**src/rtl/stopwatch_core.sv**
```systemverilog
// mm:ss.hh BCD stopwatch fed by a synchronised 10 kHz tick, prescaled to 0.01 s steps.
// Optional lap freeze of the displayed value when STOPWATCH_LAP_EN is defined.
module stopwatch_core #(
  parameter int TICKS_PER_HUNDREDTH = 100,
  parameter int MAX_MINUTES         = 59
) (
  input  logic        clk,
  input  logic        rst,
  input  logic        tick_in,
  input  logic        start_stop,
  input  logic        clear,
  input  logic        lap,
  output logic [23:0] bcd_time,
  output logic        running,
  output logic        overflow
);

  typedef enum logic [1:0] {IDLE, RUN, PAUSED} state_t;

  localparam logic [15:0] PRESC_MAX = 16'(TICKS_PER_HUNDREDTH - 1);
  localparam logic [3:0]  MAX_MIN_T = 4'(MAX_MINUTES / 10);
  localparam logic [3:0]  MAX_MIN_O = 4'(MAX_MINUTES % 10);

  state_t      state_q, state_d;
  logic        running_q, running_d;
  logic        overflow_q, overflow_d;
  logic        sync1_q, sync2_q, dly_q;
  logic [15:0] presc_q, presc_d;
  logic [3:0]  mt_q, mo_q, st_q, so_q, ht_q, ho_q;
  logic [3:0]  mt_d, mo_d, st_d, so_d, ht_d, ho_d;
  logic [23:0] live_time;

  logic tick_rise, clr_now, count_en, advance;
  logic c_ho, c_ht, c_so, c_st, wrap;

  assign tick_rise = sync2_q & ~dly_q;
  assign clr_now   = clear && (state_q != RUN);
  // A tick coinciding with RUN->PAUSED is dropped; PAUSED->RUN is excluded by state_q.
  assign count_en  = (state_q == RUN) && tick_rise && !start_stop;
  assign advance   = count_en && (presc_q == PRESC_MAX);

  assign c_ho = (ho_q == 4'd9);
  assign c_ht = c_ho && (ht_q == 4'd9);
  assign c_so = c_ht && (so_q == 4'd9);
  assign c_st = c_so && (st_q == 4'd5);
  assign wrap = c_st && (mt_q == MAX_MIN_T) && (mo_q == MAX_MIN_O);

  assign live_time = {mt_q, mo_q, st_q, so_q, ht_q, ho_q};

  always_comb begin
    state_d = state_q;
    case (state_q)
      IDLE:    if (clear) state_d = IDLE;
               else if (start_stop) state_d = RUN;
      RUN:     if (start_stop) state_d = PAUSED;
      PAUSED:  if (clear) state_d = IDLE;
               else if (start_stop) state_d = RUN;
      default: state_d = IDLE;
    endcase
    running_d = (state_d == RUN);
  end

  always_comb begin
    presc_d    = presc_q;
    overflow_d = 1'b0;
    mt_d = mt_q; mo_d = mo_q; st_d = st_q;
    so_d = so_q; ht_d = ht_q; ho_d = ho_q;
    if (clr_now) begin
      presc_d = '0;
      mt_d = '0; mo_d = '0; st_d = '0;
      so_d = '0; ht_d = '0; ho_d = '0;
    end else if (count_en) begin
      presc_d = advance ? 16'd0 : presc_q + 16'd1;
      if (advance) begin
        ho_d = c_ho ? 4'd0 : ho_q + 4'd1;
        if (c_ho) ht_d = c_ht ? 4'd0 : ht_q + 4'd1;
        if (c_ht) so_d = c_so ? 4'd0 : so_q + 4'd1;
        if (c_so) st_d = c_st ? 4'd0 : st_q + 4'd1;
        if (c_st) begin
          if (wrap) begin
            mt_d       = 4'd0;
            mo_d       = 4'd0;
            overflow_d = 1'b1;
          end else if (mo_q == 4'd9) begin
            mo_d = 4'd0;
            mt_d = mt_q + 4'd1;
          end else begin
            mo_d = mo_q + 4'd1;
          end
        end
      end
    end
  end

  always_ff @(posedge clk) begin
    if (rst) begin
      state_q    <= IDLE;
      running_q  <= 1'b0;
      overflow_q <= 1'b0;
      sync1_q    <= 1'b0;
      sync2_q    <= 1'b0;
      dly_q      <= 1'b0;
      presc_q    <= '0;
      mt_q <= '0; mo_q <= '0; st_q <= '0;
      so_q <= '0; ht_q <= '0; ho_q <= '0;
    end else begin
      state_q    <= state_d;
      running_q  <= running_d;
      overflow_q <= overflow_d;
      sync1_q    <= tick_in;
      sync2_q    <= sync1_q;
      dly_q      <= sync2_q;
      presc_q    <= presc_d;
      mt_q <= mt_d; mo_q <= mo_d; st_q <= st_d;
      so_q <= so_d; ht_q <= ht_d; ho_q <= ho_d;
    end
  end

`ifdef STOPWATCH_LAP_EN
  logic        frozen_q, frozen_d;
  logic [23:0] snap_q, snap_d;

  // Snapshot is taken of the value on display at the lap edge.
  always_comb begin
    frozen_d = frozen_q;
    snap_d   = snap_q;
    if (clear) begin
      frozen_d = 1'b0;
    end else if (lap) begin
      if (state_q == RUN) begin
        frozen_d = !frozen_q;
        if (!frozen_q) snap_d = live_time;
      end else begin
        frozen_d = 1'b0;
      end
    end
  end

  always_ff @(posedge clk) begin
    if (rst) begin
      frozen_q <= 1'b0;
      snap_q   <= '0;
    end else begin
      frozen_q <= frozen_d;
      snap_q   <= snap_d;
    end
  end

  assign bcd_time = frozen_q ? snap_q : live_time;
`else
  logic unused_lap;
  assign unused_lap = lap;
  assign bcd_time   = live_time;
`endif

  assign running  = running_q;
  assign overflow = overflow_q;

endmodule

```
**config.mk**
```make
export PLATFORM = sky130hd
export DESIGN_NAME = stopwatch_core
export DESIGN_NICKNAME = d
export VERILOG_FILES = /design/src/rtl/stopwatch_core.sv
export SDC_FILE = /design/constraint.sdc
export NUM_CORES = 1
export LEC_CHECK = 0
export CORE_MARGIN = 4
export CORE_UTILIZATION = 45
export CTS_CLUSTER_SIZE = 20
export DETAILED_ROUTE_END_ITERATION = 8
export PLACE_DENSITY_LB_ADDON = 0.05
export SYNTH_ARGS = -nofsm -noshare
export SYNTH_HDL_FRONTEND = slang
export SYNTH_SLANG_ARGS = --single-unit
```
**constraint.sdc**
```tcl
create_clock -name clk -period 1.8 [get_ports clk]
set_input_delay 0.36 -clock clk [delete_from_list [all_inputs] [get_ports clk]]
set_output_delay 0.36 -clock clk [all_outputs]
set_load 0.02 [all_outputs]
```
==> qor.log, run 1 <==
INFO  timing         final_number_of_max_transition_violations=0
INFO  place          place.detailed.hpwl=4040um
INFO  grt            grt_pass1_vias=2164
INFO  logic_synthesis synth.ff_latch_count=47
INFO  timing         fmax=0.547GHz
INFO  timing         whs=0.457ns
INFO  critical_path  worst_setup_start_kind=flip-flop
INFO  power          powerDensity=549nW/um^2
INFO  timing         maxSlewHeadroom=72.1%
INFO  finish         layout-area-overhead-vs-synth=46.0%
INFO  grt            grt_first_pass_wirelength=9450um
INFO  finish         final_design_area_no_fill=3370um^2
INFO  critical_path  worstPathRequired=2.04ns
INFO  logic_synthesis postSynthNetCount=281
INFO  die            core_area=4850um^2
INFO  die            initial_utilization=47.6%
INFO  place          gp_congestion=0.771
INFO  logic_synthesis synth_sequential_area_ratio=40.8%
INFO  finish         num_antenna_cells=0
INFO  finish         fin_util=69.5%
INFO  timing         worst_pin_slew=0.419ns
INFO  route          drc_errors=0
INFO  critical_path  criticalPathCategory=reg2reg
INFO  timing         fin_ws=-0.0284ns
INFO  route          post_drt_via_cell_ratio=5.18
INFO  cts            clkLatencyLatePin=0.31ns
INFO  cts            tritoncts_clock_tree=done
INFO  logic_synthesis syn_inst=264
INFO  cts            root_buffer=sky130_fd_sc_hd__clkbuf_8
INFO  logic_synthesis synthesis.area=2310um^2
INFO  grt            globalRoute.totalOverflow=0
INFO  finish         multi_input_comb_area=1390um^2
INFO  cts            cts_sinks=47
INFO  timing         final_period_minus_worst_setup_slack=1.83ns
INFO  place          placement.io_buffers=30
INFO  die            ioPinCount=32
INFO  finish         ratio_of_cells_with_drive_above_1_in_the_final_layout=27.5%
INFO  route          first_iter_violations=72
INFO  cts            clock_buffer_count_from_cts=5
INFO  worst_hold_path hold_path_class=reg2reg
INFO  job            maxCapViolCount=0
INFO  logic_synthesis post_synth_num_cell_types=44
INFO  power          design_power_total=1.85mW
INFO  power          leakage=1.27nW
INFO  logic_synthesis syn-mean-instance-area=8.74um^2
INFO  logic_synthesis synth-edff-count=0
INFO  timing         period_share=102%
INFO  status         outcome=complete, but fails checks
INFO  route          antenna_violating_nets_post_route=0
INFO  power          maximum_vdd_drop=0.381mV
INFO  die            floorplan.die_area=6340um^2
INFO  route          routed_wirelength=5600um
INFO  logic_synthesis synth-async-reset-ratio=0%
INFO  timing         final_hold_viol_count=0
INFO  die            die_x=79.6um
INFO  grt            maximum_number_of_pins_on_one_net_before_global_route_repair=16
INFO  route          vias=2196
INFO  cts            cts_hold_buffers=0
INFO  route          drtPass1Iterations=4
INFO  finish         layout.area.seq=947um^2
INFO  status         violations=negative setup slack
INFO  timing         rsz0062_at_grt=yes
INFO  grt            antenna_found_initial=0
INFO  critical_path  worst_setup_path_end_kind=flip-flop
INFO  place          detailed_place.area=3110um^2
INFO  critical_path  highest_fanout_seen_on_the_critical_path=6
INFO  die            rows=25
INFO  die            floorplan_die_height=79.6um
INFO  timing         clock_skew=0.00802ns
INFO  timing         setup_viol=2
INFO  cts            cts_max_path_buffers=2
INFO  route          drt-wirelength-per-cell=13.2um
INFO  grt            grt.total_usage=18.9%
INFO  critical_path  cp_data_arrival_time=2.07ns
INFO  finish         design.final.nets=373
INFO  logic_synthesis synthesis.yosys.warnings=0
INFO  cts            cts_h_tree_lvls=2
INFO  logic_synthesis ys_dominant_reg_cell=sky130_fd_sc_hd__dfxtp_1
INFO  cts            clk_pin_slew_worst_setup_hold_paths=0.08ns
INFO  finish         final.fill_count=416
==> what timing repair did <==
item / in CTS / in global routing
endpoints found under the setup margin: 14 / 35
resized for setup: 4 / 17
pin swaps: 6 / 4
gates cloned: 1 / 1
buffers inserted: 2 / 2
==> layout make-up <==
class                           count  area share [%]
Clock buffer                        8            2.97
Inverter                            9            1.00
Sequential cell                    47            28.1
Multi-Input combinational cell    203            41.2
Timing Repair Buffer               90            24.2
Tap cell                           67            2.49
==> cells in the mapped netlist (2+ instances only) <==
library cell / count / share of area (%)
sky130_fd_sc_hd__nor4_1: 3 / 0.81
sky130_fd_sc_hd__nor2b_1: 5 / 1.4
sky130_fd_sc_hd__clkbuf_1: 2 / 0.33
sky130_fd_sc_hd__and2_1: 3 / 0.81
sky130_fd_sc_hd__and4_1: 3 / 1.1
sky130_fd_sc_hd__buf_2: 2 / 0.43
sky130_fd_sc_hd__nand2_1: 24 / 3.9
sky130_fd_sc_hd__nand3b_1: 5 / 1.6
sky130_fd_sc_hd__xor2_1: 9 / 3.4
sky130_fd_sc_hd__nand2b_1: 2 / 0.54
sky130_fd_sc_hd__nor3b_1: 2 / 0.65
sky130_fd_sc_hd__and4bb_2: 2 / 1.1
sky130_fd_sc_hd__nor3_1: 8 / 1.7
sky130_fd_sc_hd__inv_1: 9 / 1.5
sky130_fd_sc_hd__ha_1: 11 / 6.0
sky130_fd_sc_hd__xnor2_1: 11 / 4.2
sky130_fd_sc_hd__nor2_1: 29 / 4.7
sky130_fd_sc_hd__or4_1: 2 / 0.65
sky130_fd_sc_hd__or3_1: 12 / 3.3
sky130_fd_sc_hd__o21ai_0: 7 / 1.5
sky130_fd_sc_hd__nand3_1: 13 / 2.8
sky130_fd_sc_hd__and3_1: 4 / 1.1
sky130_fd_sc_hd__nand4_1: 9 / 2.4
sky130_fd_sc_hd__a21oi_1: 17 / 3.7
sky130_fd_sc_hd__and3b_1: 5 / 1.9
sky130_fd_sc_hd__dfxtp_1: 47 / 41
==> stage by stage <==
stage | std cells | worst slack (ns) | setup TNS, ns
final | 424 | -0.0284 | -0.0327
after global routing | 424 | -0.110 | -0.868
after CTS | 421 | -0.0502 | -0.140
after detailed placement | 410 | -0.262 | -4.01
after global placement | 410 | -0.236 | -3.36
after floorplan | 264 | 0.000752 | 0
==> layout by cell type (no fill, tap or decap), types with 11 or more instances in the layout <==
master                            synthesis  final
sky130_fd_sc_hd__nor2_1                  29     29
sky130_fd_sc_hd__a21oi_1                 17     13
sky130_fd_sc_hd__dfxtp_1                 47     42
sky130_fd_sc_hd__nand3_1                 13     13
sky130_fd_sc_hd__xnor2_1                 11     11
sky130_fd_sc_hd__buf_4                    0     55
sky130_fd_sc_hd__ha_1                    11     11
sky130_fd_sc_hd__nand2_1                 24     22
sky130_fd_sc_hd__clkdlybuf4s50_1          0     30
sky130_fd_sc_hd__or3_1                   12     12
==> critical path, stage by stage, from the launching register on <==
cell                      delay, ns
sky130_fd_sc_hd__dfxtp_2       0.34
sky130_fd_sc_hd__nor4_4        0.26
sky130_fd_sc_hd__buf_4         0.15
sky130_fd_sc_hd__and4_4        0.22
sky130_fd_sc_hd__buf_12        0.13
sky130_fd_sc_hd__nand4_4       0.10
sky130_fd_sc_hd__or4_4         0.44
sky130_fd_sc_hd__a21oi_2       0.12
==> final timing paths <==
path	slack [ns]	end	start	depth (start not counted)
min	0.46	sync2_q	sync1_q	1
max reg2reg	-0.03	mt_q[3]	presc_q[10]	7
max	-0.03	mt_q[3]	presc_q[10]	7
min reg2reg	0.46	sync2_q	sync1_q	1
==> kinds of logic after synthesis <==
family	after synthesis	share of synthesized area [%]
buf+inv	14	2.71
mux	1	0.434
fa+ha+maj	11	5.96
flops	47	40.8
xor+xnor	20	7.59
simple gates	139	34.5
compound gates	32	8.08
==> where the power goes <==
part	internal, mW	total [mW]	leakage, nW	switching, mW
combinational	0.0478	0.0936	0.833	0.0458
clock	0.351	0.712	0.0515	0.361
sequential	1.04	1.05	0.382	0.00211
==> state kept, by name (all words and copies together), names as in the netlist <==
name / count
presc_q: 16
ho_q: 4
ht_q: 4
mo_q: 4
mt_q: 4
so_q: 4
st_q: 4
state_q: 2
dly_q: 1
overflow: 1
running: 1
sync1_q: 1
sync2_q: 1
==> routing by layer <==
metal	vias up	track usage [%]	wire, um
met5	-	0	0
met3	8	3.50	184
met4	0	8.42	86
met2	30	33.1	2780
li1	1116	-	-
met1	1042	22.3	2560
(Power assumes the default switching activity.)
==> run 2, diff against run 1 <==
--- a/config.mk
+++ b/config.mk
@@ -10,6 +10,7 @@
 export CTS_CLUSTER_SIZE = 20
 export DETAILED_ROUTE_END_ITERATION = 8
 export PLACE_DENSITY_LB_ADDON = 0.05
+export SLEW_MARGIN = 5
 export SYNTH_ARGS = -nofsm -noshare
 export SYNTH_HDL_FRONTEND = slang
 export SYNTH_SLANG_ARGS = --single-unit
==> results of run 2 <==
Same layout as run 1: the final DEF is identical, and so are final timing and power.
==> run 3, diff against run 2 <==
--- a/config.mk
+++ b/config.mk
@@ -9,6 +9,7 @@
 export CORE_UTILIZATION = 45
 export CTS_CLUSTER_SIZE = 20
 export DETAILED_ROUTE_END_ITERATION = 8
+export DONT_BUFFER_PORTS = 1
 export PLACE_DENSITY_LB_ADDON = 0.05
 export SLEW_MARGIN = 5
 export SYNTH_ARGS = -nofsm -noshare
==> run 3 against run 2 <==
  * The run now ends clean
  * Design area is 6.0% lower
  * Worst hold slack worse by 0.34 ns
  * Maximum frequency is 2.5% higher
  * Routed wire length is 2.7% lower
  * Via count is 6.2% lower
  * Die area stayed put
  * Count of clock-buffer cells in the layout is 1 lower
  * Combinational power is 43% lower
  * Sequential power hardly changed
==> qor.log, run 3 (synthesis results as in run 1) <==
INFO  status         outcome=finished, final reports clean
INFO  critical_path  worst_setup_start_kind=flip-flop
INFO  power          maximum_vdd_drop=0.284mV [-26%]
INFO  power          powerDensity=574nW/um^2 [+4.4%]
INFO  finish         mostFrequentLayoutCells=60 x sky130_fd_sc_hd__buf_4, 40 x sky130_fd_sc_hd__dfxtp_1, 29 x sky130_fd_sc_hd__nor2_1
INFO  cts            cts_h_tree_lvls=2 [unchanged]
INFO  cts            clock_buffer_count_from_cts=5 [unchanged]
INFO  route          drtPass1Iterations=4 [unchanged]
INFO  finish         layout.cells.most_common=sky130_fd_sc_hd__buf_4
INFO  timing         worst_pin_slew=0.344ns [-0.0741 ns]
INFO  grt            maximum_number_of_pins_on_one_net_before_global_route_repair=16 [unchanged]
INFO  die            floorplan.die_area=6340um^2 [unchanged]
INFO  finish         largest_register=presc_q
INFO  place          place.detailed.hpwl=3860um [-4.5%]
INFO  die            core_area=4850um^2 [unchanged]
INFO  timing         clock_skew=0.0112ns [+0.00316 ns]
INFO  finish         largest_register_ffs=16 [unchanged]
INFO  route          vias=2060 [-6.2%]
INFO  grt            grt.total_usage=18.1% [-0.87 points]
INFO  cts            cts_max_path_buffers=2 [unchanged]
INFO  timing         fin_setup_tns=0ns [+0.0327 ns]
INFO  critical_path  worstPathCellList=nor4_4, and4_4, buf_12, nand4_4, or4_4, a21oi_2
INFO  power          design_power_total=1.82mW [-1.9%]
INFO  route          antenna_violating_nets_post_route=0 [unchanged]
INFO  critical_path  cp_data_arrival_time=2.03ns [-0.04 ns]
INFO  critical_path  worst_setup_path_end_kind=flip-flop
INFO  finish         design.final.nets=349 [-6.4%]
INFO  cts            cts_hold_buffers=0 [unchanged]
INFO  timing         whs=0.113ns [-0.344 ns]
INFO  route          drt-wirelength-per-cell=13.6um [+3.2%]
INFO  grt            grt_pass1_vias=1972 [-8.9%]
INFO  finish         num_antenna_cells=0 [unchanged]
INFO  finish         layout-area-overhead-vs-synth=37.2%
INFO  timing         final_number_of_max_transition_violations=0 [unchanged]
INFO  timing         rsz0062_at_grt=yes
INFO  finish         final.fill_count=433 [+4.1%]
INFO  critical_path  criticalPathCategory=reg2reg
INFO  cts            cts_sinks=47 [unchanged]
INFO  worst_hold_path hold_path_class=in2reg
INFO  die            floorplan_die_height=79.6um [unchanged]
INFO  timing         setup_viol=0 [-2]
INFO  timing         final_period_minus_worst_setup_slack=1.78ns [-0.0454 ns]
INFO  route          drc_errors=0 [unchanged]
INFO  route          post_drt_via_cell_ratio=5.15 [-0.56%]
INFO  critical_path  cp_slowest_stage_delay=0.43ns [about the same]
INFO  route          routed_wirelength=5450um [-2.7%]
INFO  timing         maxSlewHeadroom=77.0% [+4.9 points]
INFO  die            rows=25 [unchanged]
INFO  critical_path  worstPathRequired=2.04ns [about the same]
INFO  die            initial_utilization=47.6% [unchanged]
INFO  grt            globalRoute.totalOverflow=0 [unchanged]
INFO  route          first_iter_violations=113 [+57%]
INFO  timing         period_share=99.1% [-2.5 points]
INFO  cts            root_buffer=sky130_fd_sc_hd__clkbuf_8
INFO  die            die_x=79.6um [unchanged]
INFO  critical_path  highest_fanout_seen_on_the_critical_path=6 [unchanged]
INFO  cts            clkLatencyLatePin=0.30ns [about the same]
INFO  place          gp_congestion=0.745 [-3.4%]
INFO  job            maxCapViolCount=0 [unchanged]
INFO  timing         fmax=0.561GHz [+2.5%]
INFO  finish         ratio_of_cells_with_drive_above_1_in_the_final_layout=33.0% [+5.6 points]
INFO  die            ioPinCount=32 [unchanged]
INFO  cts            clk_pin_slew_worst_setup_hold_paths=0.09ns [about the same]
INFO  grt            antenna_found_initial=0 [unchanged]
INFO  grt            grt_first_pass_wirelength=9190um [-2.7%]
INFO  place          placement.io_buffers=0 [-100%]
INFO  critical_path  crit_slowest_cell=sky130_fd_sc_hd__or4_4
INFO  power          leakage=1.22nW [-3.8%]
INFO  cts            tritoncts_clock_tree=done
INFO  timing         final_hold_viol_count=0 [unchanged]
[run 3: final cells by class]
type                            count  area (um^2)  area share, %
Sequential cell                    47          950           30.0
Tap cell                           67         83.8           2.65
Timing Repair Buffer               66          566           17.9
Clock inverter                      1         7.51          0.237
Clock buffer                        7         96.3           3.04
Multi-Input combinational cell    203         1430           45.2
Inverter                            9         33.8           1.07
[run 3: power by group]
group	switching, mW	leakage, nW	internal (mW)
registers	0.00406	0.383	1.04
logic	0.0330	0.785	0.0201
clock network	0.366	0.0505	0.350
[run 3: metal layers]
layer,global-route usage (%),up-vias,routed length (um)
met4,4.81,0,45
met3,5.08,4,242
met5,0,-,0
met1,23.4,956,2560
li1,-,1069,-
met2,29.4,31,2600
[run 3: path summary, 6_finish.rpt]
check	startpoint	to	slack, ns	cells past startpoint
min	rst	dly_q	0.11	1
min reg2reg	sync2_q	dly_q	0.47	1
max reg2reg	presc_q[11]	mt_q[3]	0.02	6
max	presc_q[11]	mt_q[3]	0.02	6
[run 3: timing repair]
item	4_1_cts	5_1_grt
gates cloned	1	0
buffers inserted	1	8
gates resized for setup	5	24
pin swaps	3	8
setup endpoints to repair	13	33
[run 3: metrics by stage]
step | setup WS [ns] | instances | cell area (um^2) | util, %
floorplan | 0.000752 | 264 | 2320 | -
global placement | -0.0738 | 382 | 2830 | 58.4
detailed placement | -0.0977 | 382 | 2830 | 58.4
CTS | -0.0178 | 392 | 2990 | 61.7
global route | -0.0384 | 400 | 3170 | 65.3
finish | 0.0171 | 400 | 3170 | 65.3
[run 3: critical path, delay by kind of cell (launching register included)]
kind / cells / cell delay [ns]
flops: 1 / 0.34
buf+inv: 1 / 0.13
simple gates: 4 / 1.13
compound gates: 1 / 0.11
